File: src/rtl/cnn_cell_scheduler.sv
// Sequences the shared 3x3 cell-update datapath over a W x H grid for iter_cnt iterations,
// writing clamped results into a ping-pong state RAM. Optional early stop: CNN_CONV_CHECK_EN.
module cnn_cell_scheduler #(
  parameter int W     = 8,
  parameter int H     = 8,
  parameter int AW    = 6,
  parameter int SHIFT = 0,
  parameter int YMAX  = 255
) (
  input  logic                clk,
  input  logic                rst_n,
  input  logic                start,
  input  logic [7:0]          iter_cnt,
  output logic                busy,
  output logic                done,
  output logic                rd_en,
  output logic                rd_bank,
  output logic [AW-1:0]       rd_addr,
  input  logic signed [8:0]   rd_y,
  input  logic [7:0]          rd_u,
  output logic [80:0]         win_y,
  output logic [71:0]         win_u,
  input  logic signed [16:0]  dp_out,
  output logic                wr_en,
  output logic                wr_bank,
  output logic [AW-1:0]       wr_addr,
  output logic signed [8:0]   wr_data
`ifdef CNN_CONV_CHECK_EN
  ,
  output logic                converged
`endif
);

  typedef enum logic [2:0] {S_IDLE, S_FETCH, S_LAT, S_CALC, S_WRITE, S_DONE} state_t;

  localparam logic [AW-1:0]          COL_LAST = AW'(W - 1);
  localparam logic [AW-1:0]          ROW_LAST = AW'(H - 1);
  localparam logic [AW-1:0]          ONE_A    = AW'(1);
  localparam logic signed [AW+1:0]   W_S      = (AW + 2)'(W);
  localparam logic signed [AW+1:0]   H_S      = (AW + 2)'(H);
  localparam logic signed [AW+1:0]   OFF_P1   = (AW + 2)'(1);
  localparam logic signed [16:0]     YMAX_S   = 17'(YMAX);
  localparam logic signed [16:0]     YMIN_S   = -YMAX_S;

  state_t            state_q, state_d;
  logic              bank_q, bank_d;
  logic [AW-1:0]     row_q, row_d, col_q, col_d;
  logic [3:0]        k_q, k_d;
  logic [7:0]        iter_q, iter_d;
  logic [80:0]       win_y_q, win_y_d;
  logic [71:0]       win_u_q, win_u_d;
  logic              pend_v_q, pend_v_d, pend_in_q, pend_in_d;
  logic [3:0]        pend_k_q, pend_k_d;
  logic signed [8:0] wr_data_q, wr_data_d;
  logic              stop_early;

`ifdef CNN_CONV_CHECK_EN
  logic chg_q, chg_d, conv_q, conv_d;
  assign stop_early = !chg_q;
  assign converged  = conv_q;
`else
  assign stop_early = 1'b0;
`endif

  // Neighbour k of the current cell: offsets (-1,0,+1) in raster order.
  logic signed [AW+1:0] dr, dc, nr, nc;
  logic                 in_grid;
  logic [AW-1:0]        nb_addr, cell_addr;

  always_comb begin
    // NOTE: every combinational output gets a default first so no path can infer a latch.
    dr = '0;
    dc = '0;
    case (k_q)
      4'd0, 4'd1, 4'd2: dr = '1;
      4'd6, 4'd7, 4'd8: dr = OFF_P1;
      default:          dr = '0;
    endcase
    case (k_q)
      4'd0, 4'd3, 4'd6: dc = '1;
      4'd2, 4'd5, 4'd8: dc = OFF_P1;
      default:          dc = '0;
    endcase
    nr      = $signed({2'b00, row_q}) + dr;
    nc      = $signed({2'b00, col_q}) + dc;
    in_grid = !nr[AW+1] && (nr < H_S) && !nc[AW+1] && (nc < W_S);
    nb_addr = AW'(nr[AW-1:0] * W + nc[AW-1:0]);
    cell_addr = AW'(row_q * W + col_q);
  end

  logic signed [16:0] s_val;
  logic signed [8:0]  clamp_y;

  always_comb begin
    s_val = dp_out >>> SHIFT;
    if (s_val > YMAX_S)      clamp_y = YMAX_S[8:0];
    else if (s_val < YMIN_S) clamp_y = YMIN_S[8:0];
    else                     clamp_y = s_val[8:0];
  end

  always_comb begin
    state_d   = state_q;
    bank_d    = bank_q;
    row_d     = row_q;
    col_d     = col_q;
    k_d       = k_q;
    iter_d    = iter_q;
    wr_data_d = wr_data_q;
    win_y_d   = win_y_q;
    win_u_d   = win_u_q;
    pend_v_d  = 1'b0;
    pend_in_d = in_grid;
    pend_k_d  = k_q;
`ifdef CNN_CONV_CHECK_EN
    chg_d     = chg_q;
    conv_d    = conv_q;
`endif

    // Read data lands one cycle after its slot was issued; boundary slots load zero.
    if (pend_v_q) begin
      win_y_d[pend_k_q*9 +: 9] = pend_in_q ? rd_y : '0;
      win_u_d[pend_k_q*8 +: 8] = pend_in_q ? rd_u : '0;
    end

    unique case (state_q)
      S_IDLE: begin
        if (start) begin
          iter_d  = iter_cnt;
          row_d   = '0;
          col_d   = '0;
          k_d     = '0;
          state_d = (iter_cnt == 8'd0) ? S_DONE : S_FETCH;
`ifdef CNN_CONV_CHECK_EN
          chg_d   = 1'b0;
          conv_d  = 1'b0;
`endif
        end
      end
      S_FETCH: begin
        pend_v_d = 1'b1;
        if (k_q == 4'd8) begin
          k_d     = '0;
          state_d = S_LAT;
        end else begin
          k_d = k_q + 4'd1;
        end
      end
      S_LAT: state_d = S_CALC;
      S_CALC: begin
        wr_data_d = clamp_y;
`ifdef CNN_CONV_CHECK_EN
        if (clamp_y != win_y_q[44:36]) chg_d = 1'b1;
`endif
        state_d = S_WRITE;
      end
      S_WRITE: begin
        state_d = S_FETCH;
        if (col_q == COL_LAST) begin
          col_d = '0;
          if (row_q == ROW_LAST) begin
            row_d  = '0;
            bank_d = ~bank_q;
            iter_d = iter_q - 8'd1;
            if (iter_q == 8'd1 || stop_early) state_d = S_DONE;
`ifdef CNN_CONV_CHECK_EN
            conv_d = !chg_q;
            chg_d  = 1'b0;
`endif
          end else begin
            row_d = row_q + ONE_A;
          end
        end else begin
          col_d = col_q + ONE_A;
        end
      end
      S_DONE:  state_d = S_IDLE;
      default: state_d = S_IDLE;
    endcase
  end

  always_ff @(posedge clk) begin
    // NOTE: sequential state uses non-blocking assignment so all registers update together.
    if (!rst_n) begin
      state_q   <= S_IDLE;
      bank_q    <= 1'b0;
      row_q     <= '0;
      col_q     <= '0;
      k_q       <= '0;
      iter_q    <= '0;
      win_y_q   <= '0;
      win_u_q   <= '0;
      pend_v_q  <= 1'b0;
      pend_in_q <= 1'b0;
      pend_k_q  <= '0;
      wr_data_q <= '0;
`ifdef CNN_CONV_CHECK_EN
      chg_q     <= 1'b0;
      conv_q    <= 1'b0;
`endif
    end else begin
      state_q   <= state_d;
      bank_q    <= bank_d;
      row_q     <= row_d;
      col_q     <= col_d;
      k_q       <= k_d;
      iter_q    <= iter_d;
      win_y_q   <= win_y_d;
      win_u_q   <= win_u_d;
      pend_v_q  <= pend_v_d;
      pend_in_q <= pend_in_d;
      pend_k_q  <= pend_k_d;
      wr_data_q <= wr_data_d;
`ifdef CNN_CONV_CHECK_EN
      chg_q     <= chg_d;
      conv_q    <= conv_d;
`endif
    end
  end

  assign busy    = (state_q == S_FETCH) || (state_q == S_LAT) ||
                   (state_q == S_CALC)  || (state_q == S_WRITE);
  assign done    = (state_q == S_DONE);
  assign rd_en   = (state_q == S_FETCH) && in_grid;
  assign rd_addr = rd_en ? nb_addr : '0;
  assign rd_bank = bank_q;
  assign wr_bank = ~bank_q;
  assign wr_en   = (state_q == S_WRITE);
  assign wr_addr = wr_en ? cell_addr : '0;
  assign wr_data = wr_data_q;
  assign win_y   = win_y_q;
  assign win_u   = win_u_q;

endmodule

File: config.mk
export PLATFORM = sky130hd
export DESIGN_NAME = cnn_cell_scheduler
export DESIGN_NICKNAME = d
export VERILOG_FILES = /design/src/rtl/cnn_cell_scheduler.sv
export SDC_FILE = /design/constraint.sdc
export NUM_CORES = 1
export LEC_CHECK = 0
export ABC_AREA = 1
export CORE_MARGIN = 1.5
export CORE_UTILIZATION = 50
export DETAILED_ROUTE_END_ITERATION = 12
export PLACE_DENSITY = 0.81
export SLEW_MARGIN = 20
export SYNTH_ARGS = -nofsm -noshare
export SYNTH_HDL_FRONTEND = slang
export SYNTH_SLANG_ARGS = --single-unit
File: constraint.sdc
create_clock -name clk -period 4.1 [get_ports clk]
set_input_delay 0.41 -clock clk [delete_from_list [all_inputs] [get_ports clk]]
set_output_delay 0.41 -clock clk [all_outputs]
set_load 0.01 [all_outputs]
==> results.sh, run 1 <==
export IMPL_status="complete, no violations"
export IMPL_cts_clk_slew_worst_paths_ps=80
export IMPL_grt_pass1_vias=8159
export IMPL_synth_compound_area_share_pct=16.1
export IMPL_finalSetupViolCount=0
export IMPL_numCtsBuffers=17
export IMPL_overflow=0
export IMPL_syn_avg_cell_area_sq_um=7.12
export IMPL_synth_area_top_cells="dfxtp_1 (43%), nand2_1 (10%), a21oi_1 (7.8%), nor2_1 (7.2%), o21ai_0 (6.6%)"
export IMPL_synth_edf_count=0
export IMPL_routed_wl_met2_um=12400
export IMPL_viasPerCell=5.32
export IMPL_clock_latency_ps=440
export IMPL_synth_top_area_share_pct=43.3
export IMPL_synth_simple_gate_area_share_pct=26.7
export IMPL_finalHoldViolations=0
export IMPL_netlist_instances=1272
export IMPL_dieArea_sq_um=18900
export IMPL_pre_cts_ws_ps=-23.2
export IMPL_port_buffers=224
export IMPL_wl_met3_um=2170
export IMPL_final_nets=1554
export IMPL_grt_pass1_wl_um=40500
export IMPL_wirelength_um=26200
export IMPL_die_h_um=138
export IMPL_synth_top_family_by_area="simple AND/OR/NAND/NOR gates"
export IMPL_grt_max_degree=99
export IMPL_r2r_cells=11
export IMPL_fin_setup_tns_ps=0
export IMPL_antennaDiodeCount=0
export IMPL_drive_above_1_share_pct=5.84
export IMPL_rows=49
export IMPL_place_gp_congestion=0.896
export IMPL_synth_top_area_cell="dfxtp_1"
export IMPL_syn_to_final_growth_pct=33.2
export IMPL_tightest_slew_ps=1000
export IMPL_critPathKind="flip-flop to output pin"
export IMPL_num_vias=9145
export IMPL_dp_hpwl_um=19200
export IMPL_ios=225
export IMPL_muxShareOfSynthArea_pct=0
export IMPL_fmax_mhz=249
export IMPL_cts_tree="done"
export IMPL_fin_util_pct=67.6
export IMPL_critPathArrivalTime_ps=3610
export IMPL_chipWidth_um=138
export IMPL_core_area_sq_um=17800
export IMPL_cap_viol_max_count=0
export IMPL_post_route_drc_count=0
export IMPL_ys_ff_latch=196
export IMPL_multi_input_area_sq_um=4440
export IMPL_synth_cell_types=40
export IMPL_cp_max_fo=6
export IMPL_timing_final_crit_share_pct=98.1
export IMPL_fin_crit_ps=4020
export IMPL_fillers=1525
export IMPL_synth_fa_ha_area_share_pct=4.89
export IMPL_ys_warn_count=0
export IMPL_htreeDepth=4
export IMPL_synth_area_sq_um=9050
export IMPL_met1_length_um=10900
export IMPL_hold_class="flip-flop to flip-flop"
export IMPL_clock_skew_ps=12.9
export IMPL_start_kind="flip-flop"
export IMPL_yosysSeqAreaShare_pct=43.3
export IMPL_cts_buffer_depth=2
export IMPL_p_per_area_nw_per_um2=401
export IMPL_cts_root_buffer="clkbuf_16"
export IMPL_synth_xor_area_share_pct=1.05
export IMPL_synth_net_count=1350
export IMPL_p_leak_nw=4.76
export IMPL_start_util_pct=50.7
export IMPL_async_flop_share_pct=0
export IMPL_first_pass_iters=7
export IMPL_first_iter_violations=629
export IMPL_p_total_mw=4.83
export IMPL_maxSlewHeadroom_pct=33.1
export IMPL_setup_ws_ps=77.9
export IMPL_hold_depth=2
export IMPL_antenna_found_initial=0
export IMPL_grt_total_usage_pct=27.3
export IMPL_finalMaxSlewViolations=0
export IMPL_vdd_ir_drop_max_mv=0.324
export IMPL_crit_required_ps=3690
export IMPL_ys_flop_type="dfxtp_1"
export IMPL_clock_sinks=196
export IMPL_antenna_left=0
export IMPL_crit_path_end_kind="output pin"
export IMPL_top_layer_used="met4"
export IMPL_wl_per_cell_um=15.2
export IMPL_regArea_sq_um=3930
-- sequential cells by signal, indices dropped and copies added, names as in the netlist --
name	cells
iter_q	8
col_q	6
pend_in_q	1
pend_v_q	1
pend_k_q	4
k_q	4
state_q	3
win_u	72
win_y	81
rd_bank	1
row_q	6
wr_data	9
-- Yosys cell counts, types with 2 or more instances --
library cell  instances
or2_2                 3
nand2_1             242
nand2_2               6
nor3b_1               7
nor2_1              174
buf_2                 7
buf_1                 2
o21a_1                3
o22ai_1               4
buf_4                 5
ha_1                 29
inv_2                 2
nor3_1               42
inv_1               124
nor2_2                7
xor2_1                3
o21ai_0             119
nand4_1               9
nor4_1                8
nor2_4                4
a21oi_1             141
xnor2_1               6
nand3_1              63
clkinv_1              5
dfxtp_1             196
a31oi_1               8
clkbuf_1             37
fa_1                  4
-- cells in the final DEF, fill, tap and decap left out, types with 4 or more instances in the layout --
cell type / instances
nand2_1: 241
clkdlybuf4s50_1: 216
dfxtp_1: 194
nor2_1: 172
a21oi_1: 141
inv_1: 123
o21ai_0: 118
nand3_1: 62
nor3_1: 42
ha_1: 27
clkbuf_16: 17
buf_4: 12
nand4_1: 9
nor2_2: 9
nor4_1: 8
a31oi_1: 8
nand2_2: 7
nor3b_1: 7
clkinv_1: 5
xnor2_1: 5
inv_6: 5
clkbuf_2: 5
nor2_4: 4
o22ai_1: 4
inv_8: 4
-- per-stage QoR --
| step | instances | instance area, sq um | hold slack, ps |
|---|---|---|---|
| floorplan | 1272 | 9050 | 463 |
| global placement | 1682 | 11400 | 436 |
| detailed placement | 1682 | 11400 | 437 |
| CTS | 1716 | 12000 | 449 |
| global route | 1718 | 12100 | 465 |
| finish | 1718 | 12100 | 447 |
-- final cells by class --
cell class              count  share of cell area [%]
repair buffers            237                    19.2
clock buffers              18                    3.64
flip-flops and latches    196                    32.6
inverters                 131                    4.08
clock inverters            14                    1.31
multi-input cells         893                    36.8
well taps                 229                    2.38
-- critical path, stage by stage (launching register included) --
cell,delay [ps]
dfxtp_4,380
inv_1,70
ha_2,200
inv_1,50
nor3_1,50
inv_1,80
o21ai_0,90
a211o_1,260
ha_2,190
fa_2,370
nand3_1,120
nand2_1,80
nand2_1,90
nand2_2,70
fa_1,460
xnor2_2,170
xnor2_1,220
nor2_1,80
clkbuf_2,130
-- layer usage --
layer  GRT usage, %  up-vias
met5              0        -
met4           10.3        0
met3           6.25       47
met2           45.7      382
met1           34.2     4142
li1               -     4574
-- what timing repair did --
item / CTS / global route
gates cloned: 0 / 0
resized for setup: 13 / 18
endpoints found under the hold margin: 0 / 0
hold buffers: 0 / 0
pin swaps: 0 / 3
setup buffers: 2 / 2
endpoints found under the setup margin: 7 / 7
-- logic make-up after synthesis --
logic type / Yosys count
AND/OR/NAND/NOR: 568
flip-flops: 196
AO/OA/AOI/OAI: 282
buffers and inverters: 183
adder cells (fa/ha/maj): 33
XOR/XNOR: 10
-- path summary, 6_finish.rpt --
check	start	endpoint	slack, ps
setup reg to reg	pend_k_q[0]	win_u[54]	860
hold reg to reg	win_y[60]	win_y[60]	450
hold / removal	win_y[60]	win_y[60]	450
setup / recovery	k_q[0]	rd_addr[5]	80
-- power by group --
part           switching, mW  internal, mW  total, mW
logic                  0.697         0.410       1.11
clock network          0.813         0.887       1.70
registers             0.0548          1.97       2.03
total                   1.56          3.27       4.83
Power figures use the tool's default switching activity.
==> run 2: changes to the inputs <==
- ABC_AREA: 1 -> default
- CORE_UTILIZATION: 50 -> 49
- PLACE_DENSITY: 0.81 -> 0.8
==> results.sh, run 2 <==
export IMPL_status="complete, no violations"
export IMPL_synth_common_cells="dfxtp_1 (196), a21oi_1 (174), nor2_1 (159)"
export IMPL_wl_per_cell_um=17.2
export IMPL_most_common_layout_cells="clkdlybuf4s50_1 (217), dfxtp_1 (192), a21oi_1 (169)"
export IMPL_cpPeakStageDelay_ps=400
export IMPL_clock_sinks=196
export IMPL_synth_top_area_cell="dfxtp_1"
export IMPL_first_iter_violations=693
export IMPL_numCtsBuffers=17
export IMPL_antennaDiodeCount=0
export IMPL_viasPerCell=5.70
export IMPL_dp_hpwl_um=18200
export IMPL_grt_total_usage_pct=27.6
export IMPL_antenna_found_initial=0
export IMPL_synthMostInstantiatedCell="dfxtp_1"
export IMPL_tightest_slew_ps=1060
export IMPL_cp_startpoint="k_q[1]"
export IMPL_port_buffers=224
export IMPL_vdd_ir_drop_max_mv=0.295
export IMPL_fin_setup_tns_ps=0
export IMPL_final_area_sq_um=11900
export IMPL_syn_to_final_growth_pct=36.4
export IMPL_synth_top_area_share_pct=44.9
export IMPL_grt_pass1_vias=7936
export IMPL_first_pass_iters=5
export IMPL_path_cells="inv_4 -> ha_4 -> a21oi_4 -> o22ai_2 -> ha_2 -> fa_2 -> a21o_1 -> a21oi_2 -> xnor2_2 -> inv_2 -> fa_2 -> xnor2_2 -> xnor2_1 -> nor4_1 -> buf_2"
export IMPL_r2r_start="k_q[1]"
export IMPL_finalMaxSlewViolations=0
export IMPL_finalSetupViolCount=0
export IMPL_hold_class="flip-flop to flip-flop"
export IMPL_hold_depth=2
export IMPL_synth_cell_types=53
export IMPL_ys_flop_type="dfxtp_1"
export IMPL_fin_crit_ps=4070
export IMPL_chipWidth_um=137
export IMPL_cts_root_buffer="clkbuf_16"
export IMPL_p_total_mw=4.01
export IMPL_dpl_cell_area_sq_um=11100
export IMPL_crit_path_end_kind="output pin"
export IMPL_cap_viol_max_count=0
export IMPL_start_util_pct=50.4
export IMPL_slowest_stage="dfxtp_4"
export IMPL_rrSetupSlack_ps=1120
export IMPL_finalHoldViolations=0
export IMPL_grt_pass1_wl_um=40800
export IMPL_ys_warn_count=0
export IMPL_overflow=0
export IMPL_p_per_area_nw_per_um2=337
export IMPL_p_leak_nw=4.06
export IMPL_start_kind="flip-flop"
export IMPL_final_common_cell="clkdlybuf4s50_1"
export IMPL_async_flop_share_pct=0
export IMPL_netlist_instances=1086
export IMPL_clock_skew_ps=11.4
export IMPL_critPathKind="flip-flop to output pin"
export IMPL_dieArea_sq_um=18700
export IMPL_post_route_drc_count=0
export IMPL_holdPathEnd="wr_data[2]"
export IMPL_final_nets=1366
export IMPL_yosysSeqAreaShare_pct=44.9
export IMPL_clock_latency_ps=430
export IMPL_critPathArrivalTime_ps=3660
export IMPL_core_area_sq_um=17400
export IMPL_ys_ff_latch=196
export IMPL_pre_cts_ws_ps=-274
export IMPL_cts_buffer_depth=2
export IMPL_fin_util_pct=68.7
export IMPL_maxSlewHeadroom_pct=28.7
export IMPL_rsz0062_at_grt="true"
export IMPL_rows=48
export IMPL_antenna_left=0
export IMPL_num_vias=8697
export IMPL_cts_clk_slew_worst_paths_ps=60
export IMPL_reg2reg_to="pend_in_q"
export IMPL_die_h_um=137
export IMPL_syn_avg_cell_area_sq_um=8.05
export IMPL_timing_final_crit_share_pct=99.2
export IMPL_place_gp_congestion=0.825
export IMPL_largest_reg_flops=81
export IMPL_setup_ws_ps=32.0
export IMPL_crit_required_ps=3690
export IMPL_r2r_cells=14
export IMPL_ios=225
export IMPL_drive_above_1_share_pct=8.61
export IMPL_synth_area_sq_um=8740
export IMPL_synth_edf_count=0
export IMPL_synth_area_top_cells="dfxtp_1 (45%), a21oi_1 (10%), nor2_1 (6.8%), nand2_1 (4.7%), nor3_1 (4.5%)"
export IMPL_cts_tree="done"
export IMPL_wirelength_um=26200
export IMPL_grt_max_degree=69
export IMPL_synth_net_count=1164
export IMPL_fmax_mhz=246
export IMPL_htreeDepth=4
export IMPL_cp_max_fo=5
export IMPL_min_from="wr_data[2]"
run 2: cell types whose count changed after synthesis, moves of 12 or more:
| cell | previous run | this run |
|---|---|---|
| o21ai_0 | 119 | 15 |
| nor2_1 | 174 | 159 |
| nor3_1 | 42 | 78 |
| inv_1 | 124 | 19 |
| a21oi_1 | 141 | 174 |
| mux2i_1 | 0 | 17 |
| o211ai_1 | 1 | 13 |
| nand2_1 | 242 | 109 |
run 2: what timing repair did:
item | in CTS | in global routing
setup buffers | 9 | 3
gates resized for setup | 30 | 37
hold buffers | 0 | 0
pin swaps | 7 | 13
setup endpoints to repair | 7 | 7
run 2: worst max path at each step:
stage,cells past startpoint,slack [ps],end
after CTS,15,-70,rd_addr[5]
final,15,30,rd_addr[5]
after floorplan,11,410,rd_addr[2]
after detailed placement,12,-270,rd_addr[5]
after global placement,12,-80,rd_addr[4]
after global routing,14,-110,rd_addr[5]
run 2: power by group:
part	leakage (nW)	total [mW]	switching, mW	internal (mW)
Combinational	2.18	0.375	0.219	0.156
Sequential	1.58	1.93	0.0159	1.91
Clock	0.289	1.71	0.727	0.983
Total	4.06	4.01	0.962	3.05
run 2: critical path, delay by kind of cell, from the launching register on:
family          cells  cell delay [ps]
buf+inv             3              300
compound gates      4              700
simple gates        1              280
xor+xnor            3              440
fa+ha+maj           4             1120
flops               1              400
run 2: routing by layer:
| metal | GRT usage (%) | wire [um] |
|---|---|---|
| met1 | 35.5 | 11000 |
| met4 | 10.3 | 720 |
| met2 | 46.0 | 12700 |
| met5 | 0 | 0 |
| met3 | 5.19 | 1830 |
run 2: layout make-up:
class                           instances  area, sq um
Fill cell                            1379         5430
Sequential cell                       196         3930
Timing Repair Buffer                  243         2370
Tap cell                              225          282
Clock buffer                           22          454
Clock inverter                         10          146
Multi-Input combinational cell        811         4660
Inverter                               19         78.8
run 2: cell families after synthesis:
logic type | after synthesis | share of synthesized area (%)
AOI/OAI and AO/OA | 234 | 14.6
DFF | 196 | 44.9
muxes | 17 | 1.95
buffers and inverters | 79 | 3.68
adders and majority gates | 33 | 5.07
xor gates and xnor gates | 24 | 2.40
and+or+nand+nor | 503 | 27.5
run 2: metrics by stage:
step / cells / hold slack (ps)
3_3_place_gp: 1482 / 438
4_1_cts: 1523 / 453
2_1_floorplan: 1086 / 462
3_5_place_dp: 1482 / 446
6_report: 1526 / 449
5_1_grt: 1526 / 469
